==> src/rtl/gray_step_ctrl.sv <==
// Step scheduler for the Gray counter datapath.
// Turns either a prescaled internal tick (auto mode) or a debounced push-button (manual mode)
// into a single-cycle step strobe with an accompanying direction. All board inputs are
// synchronised. The button never clocks anything directly.
module gray_step_ctrl #(
   parameter int unsigned CLK_FREQ_HZ     = 100_000_000,
   parameter int unsigned STEP_FREQ_HZ    = 1,
   parameter int unsigned DEBOUNCE_CYCLES = 1_000_000
) (
   input  logic i_clk,
   input  logic i_rst,
   input  logic i_man_clk,
   input  logic i_man_clk_en,
   input  logic i_dir,
   output logic o_step,
   output logic o_dir,
   output logic o_mode
);

   localparam int unsigned Div  = CLK_FREQ_HZ / STEP_FREQ_HZ;
   localparam int unsigned PreW = (Div > 1) ? $clog2(Div) : 1;
   localparam int unsigned DebW = (DEBOUNCE_CYCLES > 1) ? $clog2(DEBOUNCE_CYCLES) : 1;
   localparam logic [PreW-1:0] PreMax = PreW'(Div - 1);
   localparam logic [DebW-1:0] DebMax = DebW'(DEBOUNCE_CYCLES - 1);

   typedef enum logic [1:0] {
      StAuto   = 2'd0,
      StManual = 2'd1,
      StSwitch = 2'd2
   } state_e;

   logic [1:0]      btn_sync_q, en_sync_q, dir_sync_q;
   logic            btn_s, en_s, dir_s;
   logic [DebW-1:0] deb_cnt_q, deb_cnt_d;
   logic            deb_btn_q, deb_btn_d;
   logic            deb_prev_q;
   logic [PreW-1:0] pre_q, pre_d;
   state_e          state_q, state_d;
   logic            step_q, step_d;
   logic            dir_q, dir_d;
   logic            mode_q, mode_d;
   logic            auto_req, man_req;

   assign btn_s = btn_sync_q[1];
   assign en_s  = en_sync_q[1];
   assign dir_s = dir_sync_q[1];

   // Two-flop synchronisers for the three asynchronous board inputs.
   always_ff @(posedge i_clk or posedge i_rst) begin
      if (i_rst) begin
         btn_sync_q <= '0;
         en_sync_q  <= '0;
         dir_sync_q <= '0;
      end else begin
         btn_sync_q <= {btn_sync_q[0], i_man_clk};
         en_sync_q  <= {en_sync_q[0], i_man_clk_en};
         dir_sync_q <= {dir_sync_q[0], i_dir};
      end
   end

   // Debounce: count while the synced level differs from the accepted one; any return resets.
   always_comb begin
      deb_cnt_d = '0;
      deb_btn_d = deb_btn_q;
      if (btn_s != deb_btn_q) begin
         if (deb_cnt_q == DebMax) begin
            deb_btn_d = btn_s;
         end else begin
            deb_cnt_d = deb_cnt_q + DebW'(1);
         end
      end
   end

   // Manual request is the rising edge of the accepted button level; release is ignored.
   assign man_req  = deb_btn_q & ~deb_prev_q;
   assign auto_req = (pre_q == PreMax);

   // Scheduler FSM next-state, step, mode, prescaler and direction logic.
   always_comb begin
      state_d = state_q;
      step_d  = 1'b0;
      mode_d  = mode_q;
      pre_d   = (pre_q == PreMax) ? '0 : pre_q + PreW'(1);
      unique case (state_q)
         StAuto: begin
            // A mode change in the same cycle as a request wins; the request is dropped.
            if (en_s) state_d = StSwitch;
            else if (auto_req) step_d = 1'b1;
         end
         StManual: begin
            if (!en_s) state_d = StSwitch;
            else if (man_req) step_d = 1'b1;
         end
         StSwitch: begin
            // Wait for the button to be released so a held press cannot step the new mode.
            pre_d = '0;
            if (!deb_btn_q) begin
               state_d = en_s ? StManual : StAuto;
               mode_d  = en_s;
            end
         end
         default: state_d = StAuto;
      endcase
      // Hold direction while a step is about to be issued so it is stable across the pulse.
      dir_d = step_d ? dir_q : dir_s;
   end

   // State registers.
   always_ff @(posedge i_clk or posedge i_rst) begin
      if (i_rst) begin
         deb_cnt_q  <= '0;
         deb_btn_q  <= 1'b0;
         deb_prev_q <= 1'b0;
         pre_q      <= '0;
         state_q    <= StAuto;
         step_q     <= 1'b0;
         dir_q      <= 1'b0;
         mode_q     <= 1'b0;
      end else begin
         deb_cnt_q  <= deb_cnt_d;
         deb_btn_q  <= deb_btn_d;
         deb_prev_q <= deb_btn_q;
         pre_q      <= pre_d;
         state_q    <= state_d;
         step_q     <= step_d;
         dir_q      <= dir_d;
         mode_q     <= mode_d;
      end
   end

   assign o_step = step_q;
   assign o_dir  = dir_q;
   assign o_mode = mode_q;

endmodule

==> config.mk <==
export PLATFORM = sky130hd
export DESIGN_NAME = gray_step_ctrl
export DESIGN_NICKNAME = d
export VERILOG_FILES = /design/src/rtl/gray_step_ctrl.sv
export SDC_FILE = /design/constraint.sdc
export NUM_CORES = 1
export LEC_CHECK = 0
export ABC_AREA = 0
export CORE_ASPECT_RATIO = 2
export CORE_MARGIN = 4
export CORE_UTILIZATION = 55
export DETAILED_ROUTE_END_ITERATION = 8
export PLACE_DENSITY = 0.72
export SLEW_MARGIN = 5
export SYNTH_ARGS = -nofsm -noshare
export SYNTH_HDL_FRONTEND = slang
export SYNTH_SLANG_ARGS = --single-unit
==> constraint.sdc <==
create_clock -name i_clk -period 2.55 [get_ports i_clk]
set_input_delay 0.51 -clock i_clk [delete_from_list [all_inputs] [get_ports i_clk]]
set_output_delay 0.51 -clock i_clk [all_outputs]
set_load 0.05 [all_outputs]
==> flow_metrics.tcl <==
set metrics [dict create \
    status "finished, final reports clean" \
    h-tree-depth 3 \
    wire_per_inst_um 16.51 \
    area_growth_pct 12.22 \
    diodes 0 \
    rsz0062_at_grt "false" \
    first_pass_iters 4 \
    pwr-share-comb 0.128 \
    cts-root-buf "clkbuf_8" \
    ys_top_cells_by_area "dfrtp_1 51%, nor2_1 3.7%, or4_1 3.6%, xor2_1 3.6%, a21oi_1 3.4%" \
    io_pins 8 \
    portBuffers 7 \
    drc 0 \
    cts.path.max_buffers 2 \
    pwr-share-seq 0.483 \
    syn_area_um2 2958 \
    detail-route-antenna-nets 0 \
    cts.clk_slew.worst_paths_ns 0.06 \
    antenna_found_initial 0 \
    grt_use_total 0.2080 \
    hold_violations 0 \
    grt_overflow_total 0 \
    min_to "dir_sync_q[1]$_DFF_PP0_" \
    gp_congestion 0.8148 \
    power.switching_uw 591.2 \
    synth_top_area_share 0.5076 \
    power_density_nw_per_um2 665.8 \
    core_um2 5185 \
    peakVddDrop_v 0.0004862 \
    clock_sinks 60 \
    synth_top_area_cell "dfrtp_1" \
    cts_buffers 9 \
    crit_required_ns 2.80 \
    ys_ff_latch 60 \
    holdBufCountCts 0 \
    r2r_start "deb_cnt_q[0]$_DFF_PP0_" \
    fmax_ghz 0.4466 \
    fin_util 0.6402 \
    async_flop_share 1.000 \
    final_nets 323 \
    post-dp-hpwl_mm 4.433 \
    grt_max_degree 61 \
    post_cts_buffers 0 \
    r2r_end "deb_cnt_q[18]$_DFF_PP0_" \
    fin_crit_ns 2.239 \
    cts_tree "yes" \
    fin_tns_setup_ns 0 \
    synthTopCellsByCount "60 x dfrtp_1, 29 x nor2_1, 25 x nand2_1" \
    r2r_cells 5 \
    p_int_mw 1.619 \
    dieArea_um2 6686 \
    min-delay-start "dir_sync_q[0]$_DFF_PP0_" \
    drive_gt1_frac 0.09034 \
    synth_nets 310 \
    ys_seq_area_frac 0.5076 \
    crit_chain "ha_1 > nand4_2 > or4_1 > or4_1 > a21oi_1" \
    routed_via_density 6.219 \
    die_h_um 111.7 \
    grt_pass1_wl_mm 10.70 \
    fillers 446 \
    synth_warnings 0 \
    clkPwrFrac 0.389 \
    hold_path.class "reg2reg" \
    crit_fanout 7 \
    vias 2357 \
    synth_ff_type "dfrtp_1" \
    cp-end-kind "flop" \
    fp.dieW_um 59.86 \
    r2r_slack_ns 0.31 \
    crit_type "reg2reg" \
    grt_pass1_vias 2354 \
    synthCells 303 \
    final_max_slew_viol_count 0 \
    cap_viol_max_count 0 \
    finalCritPeriodShare 0.8780 \
    rows 37 \
    start_util 0.5705 \
    clock_skew_ns 0.008561 \
    setup_viol 0 \
    cp-start-kind "flop" \
    syn_avg_cell_area_um2 9.762 \
    cpMostUsedCell "or4_1" \
    wl_mm 6.258 \
    critPathMaxStageDelay_ns 0.67 \
    relSlewSlack 0.6705 \
    synth-edff-count 0 \
    tightest_slew_ns 0.4927 \
    p_leak_nw 1.329 \
    netSwitchingFraction 0.2675 \
    first_iter_violations 110 \
    cp.arrival_ns 2.48 \
    post_cts_resized 0 \
    hold_depth 0 \
    clk_latency_ns 0.33 \
    yosysMostFrequentCell "dfrtp_1" \
    synth_cell_types 39 \
    crit_path_top_delay_cell "or4_1" \
]
==> sequential cells by signal (all words and copies together), names as in the netlist <==
register / count
dir_sync_q: 2
deb_cnt_q: 20
o_mode: 1
o_dir: 1
o_step: 1
btn_sync_q: 2
deb_prev_q: 1
pre_q: 27
en_sync_q: 2
state_q: 2
deb_btn_q: 1
==> layer usage <==
layer	track usage	wire length (um)	vias to the layer above
met3	0.04988	231	17
met1	0.2228	2301	1149
met4	0.1021	193	0
met5	0	0	-
met2	0.3620	3532	50
li1	-	-	1141
==> how the worst max path moves through the flow <==
stage | start | end | slack, ns
2_1_floorplan | deb_cnt_q[0]$_DFF_PP0_ | deb_cnt_q[18]$_DFF_PP0_ | 0.48
6_report | deb_cnt_q[0]$_DFF_PP0_ | deb_cnt_q[18]$_DFF_PP0_ | 0.31
5_1_grt | deb_cnt_q[0]$_DFF_PP0_ | deb_cnt_q[18]$_DFF_PP0_ | 0.19
4_1_cts | deb_cnt_q[0]$_DFF_PP0_ | deb_cnt_q[18]$_DFF_PP0_ | 0.31
3_5_place_dp | deb_cnt_q[0]$_DFF_PP0_ | deb_cnt_q[18]$_DFF_PP0_ | 0.36
3_3_place_gp | deb_cnt_q[0]$_DFF_PP0_ | deb_cnt_q[18]$_DFF_PP0_ | 0.39
==> stage by stage <==
stage,area [um2],setup slack (ns),std cells,total power [mW],hold slack [ns]
2_1_floorplan,2958,0.4833,303,1.270,0.3312
3_3_place_gp,3117,0.3916,363,1.363,0.3335
3_5_place_dp,3117,0.3559,363,1.374,0.3402
4_1_cts,3319,0.3135,379,2.232,0.3549
5_1_grt,3319,0.1931,379,2.313,0.3637
6_report,3319,0.3111,379,2.210,0.3509
==> power groups by stage <==
stage | Combinational (mW) | Sequential [mW] | Clock [mW]
after floorplan | 0.161 | 1.11 | 0
after global placement | 0.281 | 1.08 | 0
final | 0.284 | 1.07 | 0.860
after CTS | 0.289 | 1.07 | 0.876
after detailed placement | 0.289 | 1.08 | 0
after global routing | 0.315 | 1.08 | 0.918
==> final cells by class <==
| class | instances | area (um2) | share of cell area |
|---|---|---|---|
| Clock inverter | 4 | 47.55 | 0.01432 |
| Timing Repair Buffer | 13 | 127.6 | 0.03845 |
| Clock buffer | 12 | 155.1 | 0.04674 |
| Sequential cell | 60 | 1501 | 0.4523 |
| Multi-Input combinational cell | 225 | 1389 | 0.4184 |
| Inverter | 7 | 26.28 | 0.007916 |
| Tap cell | 58 | 72.57 | 0.02186 |
==> logic make-up after synthesis <==
logic type | after synthesis | synth area share
simple gates | 145 | 0.2750
compound gates | 53 | 0.1079
xor+xnor | 21 | 0.06218
buf+inv | 18 | 0.02454
mux | 4 | 0.01438
flops | 60 | 0.5076
fa+ha+maj | 2 | 0.008459
==> placed cells by master (no fill, tap or decap), types with 4 or more instances in the layout <==
| cell type | netlist | final |
|---|---|---|
| nand3_1 | 16 | 16 |
| and3_1 | 5 | 5 |
| or3_1 | 9 | 9 |
| nand4_1 | 13 | 13 |
| nor2_1 | 29 | 29 |
| inv_1 | 7 | 6 |
| nor4_1 | 4 | 4 |
| clkbuf_8 | 0 | 11 |
| nand2_1 | 25 | 25 |
| buf_4 | 0 | 5 |
| a31oi_1 | 4 | 4 |
| clkdlybuf4s50_1 | 0 | 7 |
| nor3_1 | 4 | 4 |
| or4_1 | 14 | 14 |
| xnor2_1 | 9 | 9 |
| xor2_1 | 12 | 12 |
| and4_1 | 7 | 7 |
| a21oi_1 | 20 | 20 |
| o21ai_0 | 13 | 13 |
| dfrtp_1 | 60 | 60 |
| o31ai_1 | 8 | 7 |
==> worst max-delay path, delay by kind of cell (launching register included) <==
kind                     cells  cell delay [ns]
AND/OR/NAND/NOR              3             1.33
AO/OA/AOI/OAI                1             0.16
flip-flops                   1             0.41
adder cells (fa/ha/maj)      1             0.26
No activity file was read; power rests on OpenSTA's default activity.
